===== config.mk =====
export PLATFORM = sky130hd
export DESIGN_NAME = uart_tx_wb_slave
export DESIGN_NICKNAME = d
export VERILOG_FILES = /design/src/rtl/uart_regs_pkg.sv /design/src/rtl/uart_baud_nco.sv /design/src/rtl/uart_tx_wb_slave.sv
export SDC_FILE = /design/constraint.sdc
export NUM_CORES = 1
export LEC_CHECK = 0
export ABC_CLOCK_PERIOD_IN_PS = 3700
export BUFFER_PORTS_ARGS = -buffer_cell sky130_fd_sc_hd__buf_2
export CAP_MARGIN = 10
export CORE_ASPECT_RATIO = 1.2
export CORE_UTILIZATION = 55
export CTS_BUF_LIST = sky130_fd_sc_hd__clkbuf_8
export DETAILED_ROUTE_END_ITERATION = 12
export PLACE_DENSITY = 0.85
export SLEW_MARGIN = 10
export SYNTH_ARGS = -nofsm -noshare
export SYNTH_HDL_FRONTEND = slang
export SYNTH_SLANG_ARGS = --single-unit

===== constraint.sdc =====
create_clock -name clk_i -period 3.7 [get_ports clk_i]
set_clock_uncertainty 0.05 [all_clocks]
set_input_delay 0.37 -clock clk_i [delete_from_list [all_inputs] [get_ports clk_i]]
set_output_delay 0.37 -clock clk_i [all_outputs]
set_load 0.05 [all_outputs]

===== src/rtl/uart_regs_pkg.sv =====
// Register map, field positions and transmitter state encoding shared by the
// UART transmitter slave and its sub-blocks.
package uart_regs_pkg;

  localparam int unsigned ADDR_CTRL   = 3;
  localparam int unsigned ADDR_BAUD   = 4;
  localparam int unsigned ADDR_STATUS = 5;
  localparam int unsigned ADDR_TXBUF  = 7;

  localparam int unsigned CTRL_START_BIT     = 7;
  localparam int unsigned STATUS_TX_DONE_BIT = 5;
  localparam int unsigned STATUS_BUSY_BIT    = 4;

  typedef enum logic [1:0] {
    ST_IDLE,
    ST_START,
    ST_DATA,
    ST_STOP
  } tx_state_e;

endpackage


===== src/rtl/uart_baud_nco.sv =====
// Phase-accumulator baud generator: one tick per carry out of the 32-bit
// accumulator, so the bit period is 2^32 / increment clocks on average.
module uart_baud_nco (
  input  logic        clk_i,
  input  logic        rst_i,
  input  logic        en_i,
  input  logic        clr_i,
  input  logic [31:0] inc_i,
  output logic        tick_o
);

  logic [31:0] acc_q;
  logic [31:0] acc_d;
  logic [32:0] sum;

  assign sum    = {1'b0, acc_q} + {1'b0, inc_i};
  assign tick_o = en_i & sum[32];

  always_comb begin
    acc_d = acc_q;
    if (clr_i) begin
      acc_d = '0;
    end else if (en_i) begin
      acc_d = sum[31:0];
    end
  end

  always_ff @(posedge clk_i or posedge rst_i) begin
    if (rst_i) begin
      acc_q <= '0;
    end else begin
      acc_q <= acc_d;
    end
  end

endmodule


===== src/rtl/uart_tx_wb_slave.sv =====
// Wishbone-style slave UART transmitter: register file, bus handshake and the
// 8N1 framing state machine, with the baud tick supplied by uart_baud_nco.
module uart_tx_wb_slave
  import uart_regs_pkg::*;
#(
  parameter int DATA_BITS = 8,
  parameter int ADDR_LSBS = 4
) (
  input  logic        clk_i,
  input  logic        rst_i,
  input  logic [31:0] addr_i,
  input  logic [31:0] dat_i,
  output logic [31:0] dat_o,
  input  logic        we_i,
  input  logic [3:0]  sel_i,
  input  logic        stb_i,
  input  logic        cyc_i,
  output logic        ack_o,
  output logic        err_o,
  output logic        tx_o,
  output logic        irq_o
);

  localparam logic [2:0] LAST_BIT = 3'(DATA_BITS - 1);

  logic [ADDR_LSBS-1:0] regAddr;
  logic                 hitCtrl;
  logic                 hitBaud;
  logic                 hitStatus;
  logic                 hitTxbuf;
  logic                 mapped;
  logic                 wrAccess;
  logic                 startReq;
  logic                 startAccept;
  logic                 statusWr;
  logic                 tick;
  logic                 unusedBits;

  logic [31:0] baud_q;
  logic [7:0]  txBuf_q;
  logic [7:0]  shift_q;
  logic [2:0]  bitCnt_q;
  logic        busy_q;
  logic        txDone_q;
  logic        tx_q;
  logic        ack_q;
  logic        err_q;
  tx_state_e   state_q;

  // The master never drives cyc_i, and only the low address bits are decoded.
  assign unusedBits = ^{cyc_i, addr_i[31:ADDR_LSBS]};

  assign regAddr   = addr_i[ADDR_LSBS-1:0];
  assign hitCtrl   = (regAddr == ADDR_LSBS'(ADDR_CTRL));
  assign hitBaud   = (regAddr == ADDR_LSBS'(ADDR_BAUD));
  assign hitStatus = (regAddr == ADDR_LSBS'(ADDR_STATUS));
  assign hitTxbuf  = (regAddr == ADDR_LSBS'(ADDR_TXBUF));
  assign mapped    = hitCtrl | hitBaud | hitStatus | hitTxbuf;

  assign wrAccess    = stb_i & we_i;
  assign startReq    = wrAccess & hitCtrl & sel_i[0] & dat_i[CTRL_START_BIT];
  assign startAccept = startReq & ~busy_q;
  assign statusWr    = wrAccess & hitStatus;

  uart_baud_nco uBaudNco (
    .clk_i  (clk_i),
    .rst_i  (rst_i),
    .en_i   (busy_q),
    .clr_i  (startAccept),
    .inc_i  (baud_q),
    .tick_o (tick)
  );

  always_ff @(posedge clk_i or posedge rst_i) begin
    if (rst_i) begin
      baud_q  <= '0;
      txBuf_q <= '0;
    end else begin
      if (wrAccess & hitBaud) begin
        for (int i = 0; i < 4; i++) begin
          if (sel_i[i]) begin
            baud_q[8*i +: 8] <= dat_i[8*i +: 8];
          end
        end
      end
      if (wrAccess & hitTxbuf & sel_i[0]) begin
        txBuf_q <= dat_i[7:0];
      end
    end
  end

  // Ack/err follow the strobe by one clock and stay up while it is held.
  always_ff @(posedge clk_i or posedge rst_i) begin
    if (rst_i) begin
      ack_q <= 1'b0;
      err_q <= 1'b0;
    end else begin
      ack_q <= stb_i & mapped;
      err_q <= stb_i & ~mapped;
    end
  end

  // The done-set assignments come after the status-write clear so a
  // coincident completion wins.
  always_ff @(posedge clk_i or posedge rst_i) begin
    if (rst_i) begin
      state_q  <= ST_IDLE;
      shift_q  <= '0;
      bitCnt_q <= '0;
      busy_q   <= 1'b0;
      txDone_q <= 1'b0;
      tx_q     <= 1'b1;
    end else begin
      if (statusWr) begin
        txDone_q <= 1'b0;
      end
      unique case (state_q)
        ST_IDLE: begin
          tx_q <= 1'b1;
          if (startAccept) begin
            shift_q  <= txBuf_q;
            busy_q   <= 1'b1;
            txDone_q <= 1'b0;
            tx_q     <= 1'b0;
            state_q  <= ST_START;
          end
        end
        ST_START: begin
          if (tick) begin
            tx_q     <= shift_q[0];
            shift_q  <= {1'b0, shift_q[7:1]};
            bitCnt_q <= '0;
            state_q  <= ST_DATA;
          end
        end
        ST_DATA: begin
          if (tick) begin
            if (bitCnt_q == LAST_BIT) begin
              tx_q    <= 1'b1;
              state_q <= ST_STOP;
            end else begin
              tx_q     <= shift_q[0];
              shift_q  <= {1'b0, shift_q[7:1]};
              bitCnt_q <= bitCnt_q + 3'd1;
            end
          end
        end
        ST_STOP: begin
          if (tick) begin
            busy_q   <= 1'b0;
            txDone_q <= 1'b1;
            state_q  <= ST_IDLE;
          end
        end
        default: begin
          state_q <= ST_IDLE;
        end
      endcase
    end
  end

  always_comb begin
    dat_o = '0;
    if (stb_i & ~we_i) begin
      if (hitBaud) begin
        dat_o = baud_q;
      end else if (hitStatus) begin
        dat_o[STATUS_TX_DONE_BIT] = txDone_q;
        dat_o[STATUS_BUSY_BIT]    = busy_q;
      end else if (hitTxbuf) begin
        dat_o = {24'h0, txBuf_q};
      end
    end
  end

  assign ack_o = ack_q;
  assign err_o = err_q;
  assign tx_o  = tx_q;
  assign irq_o = txDone_q;

endmodule

After elaboration in Yosys (flattened, before gate mapping). Cells that the tools add are included.

Add/subtract/negate cells: 2. $mul: 0. Divide/modulo/power cells: 0. Magnitude comparators: 0. Equality and inequality tests: 14. Shifts and indexed selects: 0. Mux-type cells: 35. Bitwise operators: 19. Reduce and logical (&&, ||, !) cells: 14.

Operators by type and width (number): $mux W32 (4); $mux W8 (5); $add A32 B32 Y33 (1); $mux W26 (1); $pmux W8 S3 (1); $and A1 B1 Y1 (13); $eq A4 B3 Y1 const B (3); $mux W2 (6); $ne A2 B2 Y1 const B (6); $reduce_and A5 Y1 (2); $mux W1 (9); $mux W3 (3); $pmux W2 S4 (1); $reduce_and A2 Y1 (4); $pmux W3 S2 (1); $reduce_and A3 Y1 (2); $reduce_bool A2 Y1 (3); $eq A2 B2 Y1 const B (2); $eq A4 B2 Y1 const B (1); $mux W4 (1); $pmux W1 S2 (2); $reduce_and A4 Y1 (1); $add A3 B1 Y3 const B (1); $eq A3 B3 Y1 const B (1); 6 further kinds (10).

Register bits: 90. Latch bits: 0. Memory bits (writable): 0. Memory bits (read-only): 0. Word-level logic and storage cells: 98. Memories kept: 0.

Longest topological paths before layout.
Depth in word-level cells: 7. Mapped depth: 11. Gate-level depth less buffers: 11.

Cells and area by module. From an unflattened synthesis, not the netlist that was laid out.

Cells, all modules: 603. Area, all modules: 5948.2 µm².

Modules (own cells, without submodules): uart_baud_nco (times used 1, cells each 363, area an instance 3059.2 µm²); uart_tx_wb_slave (times used 1, cells each 240, area an instance 2889.0 µm²).

Worst setup path after synthesis. No wires, ideal clock.

Path kind: input-to-output. Start: input port addr_i[3]. End: output port dat_o[4]. Arrival: 2.421 ns. Required time: 3.280 ns. Slack: 0.859 ns. Cell stages on the path: 6. Path buffers: 2. Cells stage by stage: nand2b_1 -> clkbuf_1 -> or3_1 -> clkbuf_1 -> nor2_1 -> nor4_1.

Cells in the longest elaborated chain, start to end: 5.

RTL lines: start: declaration (RTL line uart_tx_wb_slave.sv:11) `input logic [31:0] addr_i,`; $eq A4 B3 Y1 (RTL line uart_tx_wb_slave.sv:57) `assign hitTxbuf = (regAddr == ADDR_LSBS'(ADDR_TXBUF));`; $mux W8 (RTL line uart_tx_wb_slave.sv:170) `end else if (hitTxbuf) begin`; $mux W2 (RTL line uart_tx_wb_slave.sv:167) `end else if (hitStatus) begin`; $mux W32 * (RTL line uart_tx_wb_slave.sv:165) `if (hitBaud) begin`; $mux W32 * (RTL line uart_tx_wb_slave.sv:164) `if (stb_i & ~we_i) begin`; end: declaration (RTL line uart_tx_wb_slave.sv:13) `output logic [31:0] dat_o,`.

Every way passes the cells marked *; elsewhere a longest branch is shown, timed or not.

Worst setup path after layout.
Start: register baud_q[0]. End: register uBaudNco.acc_q[30].

Cells in the longest elaborated chain, start to end: 3.

RTL lines: start: declaration (RTL line uart_tx_wb_slave.sv:39) `logic [31:0] baud_q;`; start signal: indexed assignment (RTL line uart_tx_wb_slave.sv:82) `baud_q[8*i +: 8] <= dat_i[8*i +: 8];`; $add A32 B32 Y33 (RTL line uart_baud_nco.sv:16) `assign sum = {1'b0, acc_q} + {1'b0, inc_i};`; $mux W32 (RTL line uart_baud_nco.sv:23) `end else if (en_i) begin`; $mux W32 (RTL line uart_baud_nco.sv:21) `if (clr_i) begin`; end signal: assignment (RTL line uart_baud_nco.sv:30) `acc_q <= '0;`; end signal: assignment (RTL line uart_baud_nco.sv:32) `acc_q <= acc_d;`; end: declaration (RTL line uart_baud_nco.sv:12) `logic [31:0] acc_q;`.

No other way between the ends. The select of a mux whose other input is x is not followed. A chain may end at the register's enable or synchronous reset.

==> impl_results.md <==
* Status: complete, no violations
* Routability cong. at about 0.9
* Synth-to-Final Area Change at 12.6%
* Port Buffers at 79
* Slowest stage cell, crit path: a2111oi_0
* Worst-Skew Late Latency at 0.38 ns
* GRT Resource Usage Total at 0.265
* Worst r2r dst: uBaudNco.acc_q[30]
* Max Cap Violations at 0
* Drt pass-1 iters at 5
* TritonCTS clock tree: built
* Synth Instances at 603
* Syn Area/Cell at 9.53 sq um
* Worst hold slack at roughly 0.11 ns
* Clock Sink Count at 90
* Largest family of logic cells by synthesized area: compound AO/OA/AOI/OAI gates
* Synth Net Count at 716
* Routed Antenna Nets at 0
* Share of cells above drive strength 1 at 0.246
* Cells along the critical path: ha_1, inv_1, fa_1, nand2b_1, a21o_1, a2111oi_0, o31ai_1, a211oi_1, o32ai_1, xor2_1, o21ai_0
* Slew at the pin closest to its max-slew limit at 1.17 ns
* Synth Area in Simple Gates at 0.160
* Synth Area in Compound Gates at 0.186
* Number of library cell types mapped by synthesis at 64
* Final WS setup at 0.543 ns
* Setup violations, final at 0
* Synth Area in Adders at 0.0884
* CTS max path bufs at 2
* Reg clk slew, reported paths at 0.09 ns
* Initial antenna violation count at 0
* Setup Buffers After CTS at 0
* Htree depth at 3
* Row cnt at 40
* Post-synth EDFFs at 0
* Overall Power at 0.00455 W
* Req. time, crit path at 3.95 ns
* Largest delay contributor family on the critical path: compound AO/OA/AOI/OAI gates
* CTS resizes at 0
* Power Dens Cells at between 700 and 800 mW/mm^2
* Synth Flop Type: dfrtp_1
* Die Ht at about 110 um
* Num ports at 109
* Worst EP arrival at 3.41 ns
* Worst setup EP type: register
* Critical Path Max Stage Delay at between 0.6 and 0.7 ns
* Worst Path Max Fanout at 3
* Worst hold path type: input port to async pin
* Total Wirelength at roughly 13,000 um
* Wirelength per Cell at roughly 16 um
* Dpl ws at between 0.5 and 0.6 ns
* Cell taking the most area after synthesis: dfrtp_1
* Placed instance count at 797
* Die Wd at 95.3 um
* Mapped Area at 0.00575 sq mm
* Initial core utilization at 0.568
* Part of the cycle the worst path needs at 0.853
* # diodes at 0
* Buffer and inverter count on the worst path at 1
* Root buf cell: clkbuf_8
* GRT overflow at 0
* First-pass GRT wire length at 22,300 um
* Final hold violations at 0
* Hpwl dp at between 9000 and 10,000 um
* Via/cell ratio at 5.96
* Slew Viols, Final at 0
* Synth warnings at 0
* TritonCTS buffer count at 9
* Static Leak at 3.20 nW
* DRT iter0 DRCs at 271
* DIE AREA at 0.0109 sq mm
* Core box area at 0.0101 sq mm
* Sequential share of the synthesized area at 0.392
* Post-synthesis mux area share at 0.113
* Crit path time final at roughly 3.2 ns
* Post-synthesis xor/xnor area fraction at 0.0381
* Top cells by count, synth: 89 x dfrtp_1, 73 x nand2_1, 53 x mux2_2, 53 x o21ai_0, 46 x a21oi_1
* Area share of the largest cell type after synthesis at 0.388
* Worst reg2reg path depth at 11
* Most frequent cell after synthesis: dfrtp_1
* Nets at slightly below 800
* Reg2reg setup slack at 0.54 ns
* Fin Setup TNS at 0 ns
* RSZ-0062 raised after global routing: no
* Remaining DRCs at 0
* Post-synth ARST share at 1.00
* Rel. slew slack at 0.211
* Worst r2r src: baud_q[0]
* Routed vias at 4,842
* Final cell count without fillers at between 800 and 900
* Synth Register Bits at 90
* Critical path class: register to register
* Largest net degree at the start of global routing at 57
* Synth area leaders: dfrtp_1 39%, mux2_2 10%, ha_1 8.5%
* Cts-stage hold buffer count at 0
* Achievable Freq at 317 MHz
* Number of global-route vias before repair at 4,812
* Worst VDD drop at 309 uV
* CP Launch Type: register
[where the power goes]
group	leakage [nW]	switching (W)	internal, W
Combinational	1.95	0.00136	0.000996
Sequential	1.14	0.000208	0.00130
Clock	0.113	0.000348	0.000341
Total	3.20	0.00192	0.00264
[sequential cells by signal (all words and copies together), names as in the netlist]
| signal | count |
|---|---|
| err_o | 1 |
| shift_q | 8 |
| tx_o | 1 |
| busy_q | 1 |
| txBuf_q | 8 |
| baud_q | 32 |
| irq_o | 1 |
| bitCnt_q | 3 |
| uBaudNco.acc_q | 32 |
| ack_o | 1 |
| state_q | 2 |
[logic make-up after synthesis]
kind of cell | count (synthesis)
simple gates | 192
compound gates | 168
flops | 90
mux | 57
fa+ha+maj | 40
buf+inv | 31
xor+xnor | 25
[per-stage QoR]
| step | area, sq um | util |
|---|---|---|
| final | 6470 | 0.640 |
| after global routing | 6470 | 0.640 |
| after CTS | 6470 | 0.640 |
| after detailed placement | 6270 | 0.621 |
| after global placement | 6270 | 0.621 |
| after floorplan | 5750 | - |
[worst max-delay path by stage]
stage                         endpoint  cells past startpoint  startpoint  slack [ns]
detailed placement  uBaudNco.acc_q[30]                     11   baud_q[0]        0.59
floorplan                     dat_o[4]                      6   addr_i[3]        0.86
global route        uBaudNco.acc_q[30]                     11   baud_q[0]        0.39
global placement            shift_q[5]                     11   baud_q[0]        0.74
finish              uBaudNco.acc_q[30]                     11   baud_q[0]        0.54
CTS                 uBaudNco.acc_q[30]                     11   baud_q[0]        0.55
[cell type report]
| cell class | count | area, sq um |
|---|---|---|
| multi-input combinational | 482 | 3370 |
| sequential | 90 | 2250 |
| clock buffer | 11 | 151 |
| clock inverter | 5 | 46.3 |
| timing repair buffer | 86 | 448 |
| inverter | 13 | 50.0 |
| fill | 855 | 3640 |
| tap | 126 | 158 |
[cells in the final DEF (no fill, tap or decap), types with 3 or more instances in the layout]
cell,netlist,final
nand2b_1,8,8
and3_1,3,3
nand3_1,12,12
nand2_1,73,73
o21a_1,4,4
a22oi_1,7,7
o31ai_1,3,3
nor3_1,8,8
a21o_1,14,14
nor2b_1,5,5
buf_2,3,79
a211oi_1,5,5
xor2_1,14,14
clkbuf_8,0,11
o21ai_0,53,53
mux2_2,53,53
nor4_1,5,5
inv_1,13,15
dfrtp_1,89,89
o21bai_1,4,4
nand4_1,4,4
or3_1,4,4
a31oi_1,5,5
nor2_1,35,35
ha_1,39,39
a21oi_1,46,46
buf_4,0,7
xnor2_1,11,11
and2_1,26,26
[metal layers]
metal  wire length [um]  GRT usage  share of wire
met3                706     0.0433          0.053
met5                  0          0              0
met2               6460      0.447           0.49
met4                463      0.132          0.035
met1               5670      0.325           0.43
Power figures use the tool's default switching activity.
